$ cat config.mk
export PLATFORM = sky130hd
export DESIGN_NAME = text_console_writer
export DESIGN_NICKNAME = d
export VERILOG_FILES = /design/src/rtl/text_console_writer.sv
export SDC_FILE = /design/constraint.sdc
export NUM_CORES = 1
export LEC_CHECK = 0
export CORE_MARGIN = 5
export CORE_UTILIZATION = 40
export CTS_CLUSTER_DIAMETER = 40
export DETAILED_ROUTE_END_ITERATION = 8
export PLACE_DENSITY = 0.67
export SYNTH_ARGS = -nofsm -noshare
export SYNTH_HDL_FRONTEND = slang
export SYNTH_SLANG_ARGS = --single-unit
$ cat constraint.sdc
create_clock -name clk_hdmi_in -period 9.1 [get_ports clk_hdmi_in]
set_input_delay 2.73 -clock clk_hdmi_in [delete_from_list [all_inputs] [get_ports clk_hdmi_in]]
set_output_delay 2.73 -clock clk_hdmi_in [all_outputs]
set_load 0.02 [all_outputs]
$ cat src/rtl/text_console_writer.sv
// Byte-stream text console: tracks a cursor, writes code point/attribute cells into the
// text BRAM write port, and scrolls by rotating a circular physical-row offset.
//
// state     | meaning
// ----------+-----------------------------------------------------------------
// CLEAR_ALL | blank every cell, cursor and row offset parked at 0
// IDLE      | ready for a byte; printable bytes write one cell per cycle
// WRAP_PEND | auto-wrap scroll: lets the char write retire before the row clear
// CLEAR_ROW | blank the newly exposed bottom physical row, one cell per cycle
module text_console_writer #(
   parameter int unsigned COLS       = 160,
   parameter int unsigned ROWS       = 45,
   parameter logic [7:0]  CLEAR_ATTR = 8'h07
) (
   input  logic        clk_hdmi_in,
   input  logic        rst_in,
   input  logic        char_valid_in,
   input  logic [7:0]  char_in,
   input  logic [7:0]  attr_in,
   output logic        char_ready_out,
   output logic        wr_en_out,
   output logic [12:0] wr_addr_out,
   output logic [7:0]  wr_code_point_out,
   output logic [7:0]  wr_attribute_out,
   output logic [5:0]  row_offset_out,
   output logic [7:0]  cursor_x_out,
   output logic [5:0]  cursor_y_out
);

   localparam logic [12:0] CELLS_W  = 13'(COLS * ROWS);
   localparam logic [12:0] COLS_W   = 13'(COLS);
   localparam logic [7:0]  LAST_COL = 8'(COLS - 1);
   localparam logic [5:0]  LAST_ROW = 6'(ROWS - 1);
   localparam logic [6:0]  ROWS_W7  = 7'(ROWS);
   localparam logic [7:0]  BLANK    = 8'h20;

   typedef enum logic [1:0] {CLEAR_ALL, IDLE, WRAP_PEND, CLEAR_ROW} state_t;

   state_t      state_q, state_d;
   logic [12:0] cnt_q, cnt_d;
   logic [12:0] clr_base_q, clr_base_d;
   logic        ready_q, ready_d;
   logic        wr_en_q, wr_en_d;
   logic [12:0] wr_addr_q, wr_addr_d;
   logic [7:0]  wr_cp_q, wr_cp_d;
   logic [7:0]  wr_attr_q, wr_attr_d;
   logic [5:0]  off_q, off_d;
   logic [7:0]  cx_q, cx_d;
   logic [5:0]  cy_q, cy_d;

   logic [6:0]  row_sum;
   logic [6:0]  phys_row;
   logic [12:0] cell_addr;
   logic [12:0] off_base;
   logic [5:0]  next_off;
   logic        accept;
   logic        printable;

   // Both operands are below ROWS, so one conditional subtract is the full modulo.
   always_comb begin
      row_sum   = {1'b0, cy_q} + {1'b0, off_q};
      phys_row  = (row_sum >= ROWS_W7) ? (row_sum - ROWS_W7) : row_sum;
      cell_addr = 13'(phys_row) * COLS_W + 13'(cx_q);
      off_base  = 13'(off_q) * COLS_W;
      next_off  = (off_q == LAST_ROW) ? 6'd0 : (off_q + 6'd1);
      accept    = char_valid_in && ready_q;
      printable = (char_in >= 8'h20) && (char_in != 8'h7F);
   end

   always_comb begin
      state_d    = state_q;
      cnt_d      = cnt_q;
      clr_base_d = clr_base_q;
      ready_d    = ready_q;
      wr_en_d    = 1'b0;
      wr_addr_d  = wr_addr_q;
      wr_cp_d    = wr_cp_q;
      wr_attr_d  = wr_attr_q;
      off_d      = off_q;
      cx_d       = cx_q;
      cy_d       = cy_q;

      case (state_q)
         CLEAR_ALL: begin
            cx_d  = 8'd0;
            cy_d  = 6'd0;
            off_d = 6'd0;
            if (cnt_q == CELLS_W) begin
               state_d = IDLE;
               ready_d = 1'b1;
            end else begin
               wr_en_d   = 1'b1;
               wr_addr_d = cnt_q;
               wr_cp_d   = BLANK;
               wr_attr_d = CLEAR_ATTR;
               cnt_d     = cnt_q + 13'd1;
            end
         end

         IDLE: begin
            if (accept) begin
               case (char_in)
                  8'h0D: cx_d = 8'd0;
                  8'h08: if (cx_q != 8'd0) cx_d = cx_q - 8'd1;
                  8'h0A: begin
                     cx_d = 8'd0;
                     if (cy_q < LAST_ROW) begin
                        cy_d = cy_q + 6'd1;
                     end else begin
                        // The old top physical row becomes the new bottom row; clear it now.
                        off_d      = next_off;
                        clr_base_d = off_base;
                        wr_en_d    = 1'b1;
                        wr_addr_d  = off_base;
                        wr_cp_d    = BLANK;
                        wr_attr_d  = CLEAR_ATTR;
                        cnt_d      = 13'd1;
                        state_d    = CLEAR_ROW;
                        ready_d    = 1'b0;
                     end
                  end
                  8'h0C: begin
                     cx_d      = 8'd0;
                     cy_d      = 6'd0;
                     off_d     = 6'd0;
                     wr_en_d   = 1'b1;
                     wr_addr_d = 13'd0;
                     wr_cp_d   = BLANK;
                     wr_attr_d = CLEAR_ATTR;
                     cnt_d     = 13'd1;
                     state_d   = CLEAR_ALL;
                     ready_d   = 1'b0;
                  end
                  default: begin
                     if (printable) begin
                        wr_en_d   = 1'b1;
                        wr_addr_d = cell_addr;
                        wr_cp_d   = char_in;
                        wr_attr_d = attr_in;
                        if (cx_q < LAST_COL) begin
                           cx_d = cx_q + 8'd1;
                        end else begin
                           cx_d = 8'd0;
                           if (cy_q < LAST_ROW) begin
                              cy_d = cy_q + 6'd1;
                           end else begin
                              off_d      = next_off;
                              clr_base_d = off_base;
                              state_d    = WRAP_PEND;
                              ready_d    = 1'b0;
                           end
                        end
                     end
                  end
               endcase
            end
         end

         WRAP_PEND: begin
            wr_en_d   = 1'b1;
            wr_addr_d = clr_base_q;
            wr_cp_d   = BLANK;
            wr_attr_d = CLEAR_ATTR;
            cnt_d     = 13'd1;
            state_d   = CLEAR_ROW;
         end

         CLEAR_ROW: begin
            if (cnt_q == COLS_W) begin
               state_d = IDLE;
               ready_d = 1'b1;
            end else begin
               wr_en_d   = 1'b1;
               wr_addr_d = clr_base_q + cnt_q;
               wr_cp_d   = BLANK;
               wr_attr_d = CLEAR_ATTR;
               cnt_d     = cnt_q + 13'd1;
            end
         end

         default: begin
            state_d = CLEAR_ALL;
            cnt_d   = 13'd0;
            ready_d = 1'b0;
         end
      endcase
   end

   always_ff @(posedge clk_hdmi_in) begin
      if (rst_in) begin
         state_q    <= CLEAR_ALL;
         cnt_q      <= 13'd0;
         clr_base_q <= 13'd0;
         ready_q    <= 1'b0;
         wr_en_q    <= 1'b0;
         wr_addr_q  <= 13'd0;
         wr_cp_q    <= 8'd0;
         wr_attr_q  <= 8'd0;
         off_q      <= 6'd0;
         cx_q       <= 8'd0;
         cy_q       <= 6'd0;
      end else begin
         state_q    <= state_d;
         cnt_q      <= cnt_d;
         clr_base_q <= clr_base_d;
         ready_q    <= ready_d;
         wr_en_q    <= wr_en_d;
         wr_addr_q  <= wr_addr_d;
         wr_cp_q    <= wr_cp_d;
         wr_attr_q  <= wr_attr_d;
         off_q      <= off_d;
         cx_q       <= cx_d;
         cy_q       <= cy_d;
      end
   end

   assign char_ready_out    = ready_q;
   assign wr_en_out         = wr_en_q;
   assign wr_addr_out       = wr_addr_q;
   assign wr_code_point_out = wr_cp_q;
   assign wr_attribute_out  = wr_attr_q;
   assign row_offset_out    = off_q;
   assign cursor_x_out      = cx_q;
   assign cursor_y_out      = cy_q;

endmodule

# Yosys cells after proc, flatten, opt, wreduce, memory -nomap -nowiden
# Cells that the tools add are included.
[totals]
regBits = 79
mem_count = 0
rom_bits = 0
mem_bits_rw = 0
latchBits = 0
[classes]
reduce_logical = 17
n_div = 0
shift = 0
n_mux = 75
bitwise_logic = 1
magnitude_cmp = 4
n_eq_ne = 25
n_addsub = 9
mul = 2
[ops]
columns = ["cell", "count"]
rows = [
  ["$mux W13", 12],
  ["$mux W8", 14],
  ["$pmux W13 S4", 2],
  ["$pmux W8 S4", 2],
  ["$mux W6", 9],
  ["$pmux W13 S2", 2],
  ["$pmux W8 S3", 2],
  ["$pmux W13 S3", 1],
  ["$pmux W6 S3", 2],
  ["$eq A8 B4 Y1 const B", 4],
  ["$pmux W8 S2", 2],
  ["$pmux W6 S2", 2],
  ["$reduce_and A5 Y1", 3],
  ["$mux W2", 7],
  ["$add A13 B1 Y13 const B", 1],
  ["$add A13 B13 Y13", 1],
  ["$add A13 B8 Y13", 1],
  ["$eq A13 B13 Y1 const B", 1],
  ["$eq A13 B8 Y1 const B", 1],
  ["$add A6 B1 Y6 const B", 2],
  ["$ne A2 B2 Y1 const B", 6],
  ["$ne A3 B3 Y1 const B", 4],
  ["$ne A4 B4 Y1 const B", 3],
  ["$mux W1", 11],
  ["other kinds (32)", 38],
]

# Logic depth before layout (Yosys ltp)
[depth]
word_depth = 9
depth_mapped = 21
ltp_nobuf = 21

# Least setup slack after synthesis
# Ideal clock, no wire load.
[synth_timing]
kind = "input -> register"
startpoint = "in char_in[4]"
endpoint = "reg clr_base_q[10]"
stages = 9
required_ns = 8.972
n_path_buf = 3
setup_ns = 0.128
arrival_ns = 4.935
path_slack_ns = 4.037
cell_sequence = "or4b_1 -> buf_2 -> or3_1 -> buf_2 -> or3b_1 -> a2111o_1 -> buf_6 -> mux2i_1 -> nor2_1"
[synth_between]
elab_chain_cells = 4
[synth_rtl]
columns = ["item", "line_no", "rtl"]
rows = [
  ["start: declaration", "18", "input logic [7:0] char_in,"],
  ["$ge A8 B6 Y1 (tied with other cells)", "67", "printable = (char_in >= 8'h20) && (char_in != 8'h7F);"],
  ["$logic_and A1 B1 Y1 or $reduce_or A3 Y1 (tied branches)", "--", ""],
  ["$reduce_bool A2 Y1 (no source line) or $not A1 Y1 (tied branches)", "--", ""],
  ["$reduce_and A5 Y1 (no source line)", "--", ""],
  ["end signal: assignment", "205", "clr_base_q <= clr_base_d;"],
  ["end: declaration", "41", "logic [12:0] clr_base_q, clr_base_d;"],
]
# Several ways; a longest one is shown, not always the timed one.
# A chain may end at the register's enable or synchronous reset.

# Worst setup path in the final report
[layout_timing]
startpoint = "in char_in[5]"
endpoint = "reg wr_addr_q[7] (netlist: wr_addr_out[7])"
[layout_between]
elab_chain_cells = 5
[layout_rtl]
columns = ["item", "line_no", "rtl"]
rows = [
  ["branches (longest 5 deep; another with $ge A8 B6 Y1)", "--", ""],
  ["end signal: assignment", "208", "wr_addr_q <= wr_addr_d;"],
  ["end: declaration", "44", "logic [12:0] wr_addr_q, wr_addr_d;"],
]
# Several ways; the timed one is not identified. The select of a mux whose other input is x is not followed.

==> flow_summary.ini <==
[place]
hpwlAfterDp_um = 10900
placed_area_um2 = 6000
portBuffers = 69
gp_congestion = 0.914
dp_slack_ns = 2.82

[setup_path]
crit_family = compound AO/OA/AOI/OAI gates
crit_path_top_delay_cell = a211o_1
crit_buf_inv = 1
endpoint_kind = flop
crit_chain = clkdlybuf4s50_1, or4b_1, or4_1, o22ai_2, a211o_1, a221oi_1, a21oi_1, nor2_1
ff2ff_setup_slack_ns = 3.80
cp.required_ns = 9.31
reg2reg_depth = 18
reg2reg_to = wr_addr_out[12]
path_max_fanout = 32
critPathLaunchType = input port
r2r-start = row_offset_out[0]
slowest_delay_ns = 0.92
path_class = input port to flop
crit_arrival_ns = 6.19

[sta]
worst_pin_slew_ns = 1.25
tns_ns = 0
min_period_ns = 5.98
max_freq_ghz = 0.167
timing.final.ws_setup_ns = 3.12
slew_viol_final = 0
max_slew_margin_pct = 16.3
rsz0062_at_grt = no
finalClockSkew_ns = 0.00676
setup_viol = 0
finalCritPeriodShare_pct = 65.7
hold_viol_final = 0

[logic_synthesis]
netlist_area_um2 = 5220
yosys_warnings = 0
synthXorXnorAreaFrac_pct = 8.23
seq_area_frac_synth_pct = 28.4
ys_types = 64
synth-adder-area-share_pct = 13.4
syn-num-nets = 711
synth_enable_flop_cells = 0
ys.flop_type = dfxtp_1
synth_compound_area_share_pct = 21.8
synthMuxAreaShare_pct = 1.37
yosys_register_bits = 74
synth_simple_gate_area_share_pct = 21.3
async_flop_share_pct = 0
synth_top_family_by_area = compound AO/OA/AOI/OAI gates
syn_area_per_cell_um2 = 8.16
netlist_instances = 639

[clock_network]
htreeDepth = 3
clk_pin_slew_ns = 0.06
clock_sinks = 74
insertion_delay_ns = 0.34
cts_root_buffer = clkbuf_16
cts_resized = 0
ctsHoldBuffers = 0
clk_path_buf_depth = 2
tritoncts = done
post_cts_buffers = 0
cts_buffers = 9

[grt]
grt_pass1_wl_um = 23700
gr-total-overflow = 0
grt_usage_pct = 19.3
antenna_found_initial = 0
grt_max_degree = 58
first_global_vias = 4747

[floorplan]
ios = 70
die_w_um = 124
core_um2 = 12700
start_util_pct = 41.0
rows = 41
fp.dieArea_um2 = 15400
die_h_um = 124

[cells_and_area]
n_fill_cell = 1267
area_growth_syn_to_layout_pct = 20.4
layout-drive-gt1-share_pct = 4.75
multi_input_area_um2 = 3460
n_antenna_cell = 0
regArea_um2 = 1480
final_area_um2 = 6280
layout.nets = 762

[routing]
wl_um = 14500
drtPass1Iterations = 6
drt_iter0_markers = 386
drc_errors = 0
vias_per_cell = 5.69
vias = 4932
ant_nets = 0
routedWlPerCell_um = 16.8

[hold_path]
hold_path.startpoint = wr_attribute_out[5]
min_to = wr_attribute_out[5]
holdPathStages = 2
min_path_type = flop to flop

[outcome]
status = finished clean

[pwr]
p_leak_nw = 2.47
p_per_area_nw_per_um2 = 138
vdd_drop_max_mv = 0.160

[run]
maxCapViolCount = 0
cells in the mapped netlist (8+ instances only):
library cell / count / area (um^2)
a21o_1: 11 / 82.6
a21oi_1: 51 / 255
a221oi_1: 14 / 123
and2_1: 8 / 50.1
clkbuf_1: 21 / 78.8
dfxtp_1: 74 / 1480
ha_1: 48 / 601
inv_1: 37 / 139
nand2_1: 45 / 169
nand3_1: 31 / 155
nand4_1: 9 / 56.3
nor2_1: 69 / 259
nor3_1: 25 / 125
o21ai_0: 14 / 70.1
xnor2_1: 28 / 245
xor2_1: 21 / 184
layout make-up:
cell class              count  area share [%]
flip-flops and latches     74            23.6
clock buffers              11            3.87
clock inverters             5           0.598
multi-input cells         496            55.0
repair buffers             72            11.3
well taps                 172            3.43
inverters                  37            2.21
layout by cell type (no fill, tap or decap), types with 3 or more instances in the layout:
master / netlist / final
a21o_1: 11 / 11
clkdlybuf4s50_1: 0 / 68
o21a_1: 4 / 4
clkbuf_16: 0 / 9
a22oi_1: 5 / 5
a211oi_1: 3 / 3
nand2_1: 45 / 45
and3_1: 7 / 7
a221oi_1: 14 / 14
inv_1: 37 / 37
o21ai_0: 14 / 14
o41ai_1: 4 / 4
ha_1: 48 / 48
a21oi_1: 51 / 51
dfxtp_1: 74 / 74
nand4_1: 9 / 9
nand3b_1: 6 / 6
nand3_1: 31 / 31
a211o_1: 4 / 4
nor3_1: 25 / 25
o21bai_1: 5 / 5
xnor2_1: 28 / 28
mux2i_1: 6 / 6
o211ai_1: 6 / 6
o31ai_1: 5 / 5
or3_1: 4 / 4
fa_1: 5 / 5
o221ai_1: 5 / 5
nor4b_1: 3 / 3
xor2_1: 21 / 21
a31oi_1: 6 / 6
nor2_2: 3 / 3
nor2_1: 69 / 69
and2_1: 8 / 8
buf_4: 3 / 3
flip-flops by register name, summed over array words and instances (netlist names), 2 cells and up:
signal	count
row_offset_out	6
clr_base_q	8
cursor_y_out	6
wr_addr_out	13
wr_attribute_out	8
cnt_q	13
cursor_x_out	8
wr_code_point_out	8
state_q	2
stage by stage:
| stage | std cells | utilization (%) | hold slack (ns) | power (W) |
|---|---|---|---|---|
| finish | 867 | 49.4 | 0.449 | 0.000865 |
| floorplan | 639 | - | 0.479 | 0.000471 |
| global placement | 851 | 47.2 | 0.438 | 0.000529 |
| CTS | 867 | 49.4 | 0.451 | 0.000871 |
| detailed placement | 851 | 47.2 | 0.443 | 0.000534 |
| global route | 867 | 49.4 | 0.475 | 0.000908 |
tightest hold or removal path, stage by stage (launching register included):
cell     delay, ns
dfxtp_1       0.30
nand2_1       0.05
a21oi_1       0.05
where the power goes:
group / internal, W / leakage [nW] / switching (W)
combinational: 0.0000700 / 1.74 / 0.000107
clock: 0.000193 / 0.132 / 0.000144
sequential: 0.000338 / 0.600 / 0.0000133
logic make-up (layout without fill, tap and decap cells):
group | count (synthesis) | after routing
AO/OA/AOI/OAI | 160 | 160
XOR/XNOR | 49 | 49
adder cells (fa/ha/maj) | 53 | 53
buffers and inverters | 69 | 125
flip-flops | 74 | 74
multiplexers | 7 | 7
AND/OR/NAND/NOR | 227 | 227
worst max-delay path by stage:
| stage | from | endpoint | slack (ns) | cells after the start |
|---|---|---|---|---|
| floorplan | char_in[4] | clr_base_q[10] | 4.04 | 9 |
| global placement | char_in[5] | wr_addr_out[8] | 2.88 | 8 |
| detailed placement | char_in[5] | wr_addr_out[7] | 2.82 | 8 |
| CTS | char_in[5] | wr_addr_out[7] | 3.17 | 8 |
| global route | char_in[5] | wr_addr_out[7] | 2.93 | 8 |
| finish | char_in[5] | wr_addr_out[7] | 3.12 | 8 |
metal layers:
metal  track usage, %  routed length [um]  vias up
met5                0                   0        -
met4             5.75                 220        0
met3             5.31                 987       18
met2             32.4                6940      173
met1             24.3                6380     2327
li1                 -                   -     2414
Power figures use the tool's default switching activity.
